[src/rtl/pipeline_stall_controller.sv]
// Pipeline stall/flush controller: memory-wait freeze, branch flush and load-use stall arbitration.
// Optional statistics counters are built only when the STALL_STATS_EN macro is defined.
module pipeline_stall_controller #(
    parameter int unsigned MEM_TIMEOUT = 255,
    parameter int unsigned CNT_W       = 16
) (
    input  logic             clk,
    input  logic             rst,
    input  logic             hazard_detected,
    input  logic             branch_taken,
    input  logic             mem_req,
    input  logic             mem_ready,
    input  logic             stats_clr,
    output logic             freeze_front,
    output logic             freeze_back,
    output logic             flush_if_id,
    output logic             flush_id_exe,
    output logic             mem_error,
    output logic [CNT_W-1:0] stall_count,
    output logic [CNT_W-1:0] flush_count
);

    typedef enum logic [1:0] {
        ST_RUN      = 2'd0,
        ST_MEM_WAIT = 2'd1,
        ST_ERROR    = 2'd2
    } state_t;

    localparam logic [7:0] TIMEOUT_C = 8'(MEM_TIMEOUT);

    state_t     state_r;
    state_t     state_nxt_s;
    logic [7:0] wait_cnt_r;
    logic [7:0] wait_cnt_nxt_s;

    logic freeze_front_s;
    logic freeze_back_s;
    logic flush_if_id_s;
    logic flush_id_exe_s;
    logic mem_error_s;

    // Branch flush beats the load-use stall; returns {freeze_front, flush_if_id, flush_id_exe}.
    function automatic logic [2:0] front_decode(input logic branch, input logic hazard);
        logic [2:0] res;
        if (branch) begin
            res = 3'b011;
        end else if (hazard) begin
            res = 3'b101;
        end else begin
            res = 3'b000;
        end
        return res;
    endfunction

    // State and wait-counter registers; reset always lands in RUN.
    always_ff @(posedge clk or negedge rst) begin
        if (!rst) begin
            state_r    <= ST_RUN;
            wait_cnt_r <= 8'd0;
        end else begin
            state_r    <= state_nxt_s;
            wait_cnt_r <= wait_cnt_nxt_s;
        end
    end

    // Mealy next-state and control decode; memory stall outranks every front-end action.
    always_comb begin
        state_nxt_s    = state_r;
        wait_cnt_nxt_s = wait_cnt_r;
        freeze_front_s = 1'b0;
        freeze_back_s  = 1'b0;
        flush_if_id_s  = 1'b0;
        flush_id_exe_s = 1'b0;
        mem_error_s    = 1'b0;
        case (state_r)
            ST_RUN: begin
                if (mem_req && !mem_ready) begin
                    freeze_front_s = 1'b1;
                    freeze_back_s  = 1'b1;
                    state_nxt_s    = ST_MEM_WAIT;
                    wait_cnt_nxt_s = 8'd1;
                end else begin
                    {freeze_front_s, flush_if_id_s, flush_id_exe_s} =
                        front_decode(branch_taken, hazard_detected);
                    wait_cnt_nxt_s = 8'd0;
                end
            end
            ST_MEM_WAIT: begin
                // Only mem_ready ends the wait; a dropped mem_req is deliberately ignored.
                if (mem_ready) begin
                    {freeze_front_s, flush_if_id_s, flush_id_exe_s} =
                        front_decode(branch_taken, hazard_detected);
                    state_nxt_s    = ST_RUN;
                    wait_cnt_nxt_s = 8'd0;
                end else begin
                    freeze_front_s = 1'b1;
                    freeze_back_s  = 1'b1;
                    if (wait_cnt_r == TIMEOUT_C) begin
                        state_nxt_s    = ST_ERROR;
                        wait_cnt_nxt_s = 8'd0;
                    end else begin
                        wait_cnt_nxt_s = wait_cnt_r + 8'd1;
                    end
                end
            end
            ST_ERROR: begin
                freeze_front_s = 1'b1;
                freeze_back_s  = 1'b1;
                mem_error_s    = 1'b1;
            end
            default: begin
                state_nxt_s    = ST_RUN;
                wait_cnt_nxt_s = 8'd0;
            end
        endcase
    end

    assign freeze_front = freeze_front_s;
    assign freeze_back  = freeze_back_s;
    assign flush_if_id  = flush_if_id_s;
    assign flush_id_exe = flush_id_exe_s;
    assign mem_error    = mem_error_s;

`ifdef STALL_STATS_EN
    localparam logic [CNT_W-1:0] CNT_MAX_C = {CNT_W{1'b1}};

    logic [CNT_W-1:0] stall_count_r;
    logic [CNT_W-1:0] flush_count_r;

    // Saturating event counters; a clear request wins over a same-cycle increment.
    always_ff @(posedge clk or negedge rst) begin
        if (!rst) begin
            stall_count_r <= '0;
            flush_count_r <= '0;
        end else if (stats_clr) begin
            stall_count_r <= '0;
            flush_count_r <= '0;
        end else begin
            if (freeze_front_s && (stall_count_r != CNT_MAX_C)) begin
                stall_count_r <= stall_count_r + CNT_W'(1);
            end else begin
                stall_count_r <= stall_count_r;
            end
            if (flush_if_id_s && (flush_count_r != CNT_MAX_C)) begin
                flush_count_r <= flush_count_r + CNT_W'(1);
            end else begin
                flush_count_r <= flush_count_r;
            end
        end
    end

    assign stall_count = stall_count_r;
    assign flush_count = flush_count_r;
`else
    logic stats_clr_unused_s;

    assign stats_clr_unused_s = stats_clr;
    assign stall_count        = '0;
    assign flush_count        = '0;
`endif

endmodule

[config.mk]
export PLATFORM = sky130hd
export DESIGN_NAME = pipeline_stall_controller
export DESIGN_NICKNAME = d
export VERILOG_FILES = /design/src/rtl/pipeline_stall_controller.sv
export SDC_FILE = /design/constraint.sdc
export NUM_CORES = 1
export LEC_CHECK = 0
export CAP_MARGIN = 20
export CORE_MARGIN = 3
export CORE_UTILIZATION = 43
export CTS_BUF_LIST = sky130_fd_sc_hd__clkbuf_4 sky130_fd_sc_hd__clkbuf_8 sky130_fd_sc_hd__clkbuf_16
export DETAILED_ROUTE_END_ITERATION = 6
export PLACE_DENSITY = 0.95
export SYNTH_ARGS = -nofsm -noshare
export SYNTH_HDL_FRONTEND = slang
export SYNTH_SLANG_ARGS = --single-unit
[constraint.sdc]
create_clock -name clk -period 2.67 [get_ports clk]
set_input_delay 0.534 -clock clk [delete_from_list [all_inputs] [get_ports clk]]
set_output_delay 0.534 -clock clk [all_outputs]
set_load 0.01 [all_outputs]
==> impl_metrics.yaml <==
outcome:
  status: "completed"
run:
  drv_cap: 0
worst_setup_path:
  critPathBufInv: 2
  path_max_fanout: 4
  setup.worst_path.class: "input port to output port"
  slowest_stage: "clkdlybuf4s50_1"
  worstPathRequired_ns: 2.14
  max_stage_delay_ns: 0.53
  crit_path_frequent_cell: "clkdlybuf4s50_1"
  cp_cell_sequence: "clkdlybuf4s50_1 > o21ba_2 > nor2_1 > and2_1 > clkdlybuf4s50_1"
  crit_family: "buffers and inverters"
  startpoint_type: "input port"
  arrival_ns: 2.03
  cp-end-kind: "output port"
die:
  start_util_pct: 48.8
  die-area_sq_mm: 0.00270
  dieWidth_um: 51.9
  core_sq_mm: 0.00186
  pin_count: 44
  num_rows: 15
  die_h_um: 51.9
clock_network:
  cts_resized: 0
  clock-sinks: 10
  clock_path_buffers: 2
  clk_latency_ns: 0.27
  hold_buffers: 0
  ctsRootBufferMaster: "clkbuf_4"
  ctsHtreeMaxLevel: 1
  postCtsSetupRepairBufs: 0
  cts_made_buffers: 3
  cts_tree: "done"
  path_clk_slew_ns: 0.07
synth:
  ys_seq_elements: 10
  synth_cell_types: 37
  synth_cells: 107
  syn_avg_cell_area_sq_um: 8.48
  yosysSeqAreaShare_pct: 27.6
  synthDominantAreaCellType: "dfrtp_1"
  synth_area_leaders: "dfrtp_1 28%, buf_4 26%, o21ai_0 3.9%"
  synth_top_area_share_pct: 27.6
  syn_area_sq_um: 907
  yosysWarningCount: 0
  synth-main-ff-cell: "dfrtp_1"
  async_flop_share_pct: 100
  synth_edf_count: 0
grt:
  grt_pass1_wl_um: 2640
  track_usage_pct: 12.7
  antenna_found_initial: 0
  grt_max_degree: 13
  grt_pass1_vias: 645
  overflow: 0
routing:
  dr.pass1.iters: 4
  drc: 0
  vias: 713
  detail-route-antenna-nets: 0
  wl_per_cell_um: 11.8
  drt_iter0_markers: 27
  routed_wl_um: 1700
  viasPerCell: 4.95
placement:
  gp_congestion: 0.928
  post_dp_cell_area_sq_um: 912
  port_buffers: 10
  dp_hpwl_um: 1310
sta:
  grt_setup_unrepaired: "no"
  fin_crit_ns: 2.57
  final_max_slew_viol_count: 0
  finalClockSkew_ns: 0.00105
  setup_tns_ns: 0
  fin_crit_sh_pct: 96.1
  setup_viol: 0
  fmax_mhz: 390
  holdWs_ns: 0.544
  hold_viol_final: 0
layout:
  antenna_cells: 0
  area_growth_pct: 4.55
  drive_gt1_share_pct: 8.40
  design_area_sq_um: 948
  fin_nets: 128
  nFillCells: 173
  fin_util_pct: 51.0
power:
  p_leak_nw: 0.431
  power.density_mw_per_mm2: 402
  ir_drop_uv: 243
hold_path:
  hold_class: "flop to flop"
where the power goes:
part | internal, mW | switching, mW
clock | 0.0829 | 0.0553
combinational | 0.0320 | 0.0446
sequential | 0.157 | 0.00910
cells by family after synthesis:
logic type / share of synthesized area, %
and+or+nand+nor: 20.3
AOI/OAI and AO/OA: 19.0
buffers and inverters: 30.1
muxes: 1.24
DFF: 27.6
adders and majority gates: 1.38
other: 0.413
cells in the mapped netlist (2+ instances only):
library cell / count
nor2b_1: 2
a21oi_1: 4
nor2_1: 2
o21ai_0: 7
a22oi_1: 2
nor3_1: 2
nand3_1: 3
buf_2: 2
o211ai_1: 2
and2_1: 3
dfrtp_1: 10
inv_1: 6
buf_4: 32
nand2b_1: 3
nand2_1: 5
flip-flops by register name (all words and copies together), names as in the netlist:
name        cells
wait_cnt_r      8
state_r         2
metrics by stage:
step           cells  worst slack, ns  power (mW)
6_report         144            0.103       0.381
3_3_place_gp     140            0.103       0.242
3_5_place_dp     140           0.0899       0.244
2_1_floorplan    138             1.07       0.252
4_1_cts          144           0.0865       0.383
5_1_grt          144           0.0268       0.405
routing by layer:
layer	vias to the layer above	global-route usage, %	wire length, um
met3	10	5.16	225
met2	56	20.9	871
met5	-	0	0
li1	329	-	-
met4	0	4.37	30
met1	318	14.7	577
layout make-up:
cell class | instances | area, sq um | share of cell area, %
Inverter | 6 | 22.5 | 2.37
Timing Repair Buffer | 11 | 108 | 11.3
Clock buffer | 4 | 36.3 | 3.83
Tap cell | 25 | 31.3 | 3.30
Multi-Input combinational cell | 88 | 500 | 52.8
Sequential cell | 10 | 250 | 26.4
cell usage in the layout (no fill, tap or decap), drive strengths merged:
cell	n
conb	32
clkdlybuf4s50	10
dfrtp	10
o21ai	8
inv	6
nand2	5
a21oi	4
clkbuf	4
nand2b	3
and2	3
nand3	3
nor2	2
a22oi	2
nor2b	2
nor3	2
o211ai	2
nor3b	2
o21ba	1
o21a	1
or3b	1
nand4	1
o31ai	1
mux2	1
a2bb2oi	1
a211oi	1
or4b	1
nand3b	1
o41ai	1
o21bai	1
and3	1
nor4b	1
a32oi	1
or3	1
a22o	1
ha	1
buf	1
tightest hold or removal path, cell delays in order, from the launching register on:
cell and delay [ns]:
dfrtp_1 0.39, nand2_1 0.06, o21ai_0 0.06
worst paths after layout:
kind	startpoint	depth (start not counted)	end	slack, ns
setup / recovery	mem_req	5	flush_if_id	0.10
hold / removal	wait_cnt_r[1]	2	wait_cnt_r[1]	0.54
setup reg to reg	wait_cnt_r[0]	4	wait_cnt_r[5]	1.07
hold reg to reg	wait_cnt_r[1]	2	wait_cnt_r[1]	0.54
max in group asynchronous	rst	1	wait_cnt_r[7]	1.78
min in group asynchronous	rst	1	wait_cnt_r[4]	0.58
No activity file was read; power rests on OpenSTA's default activity.
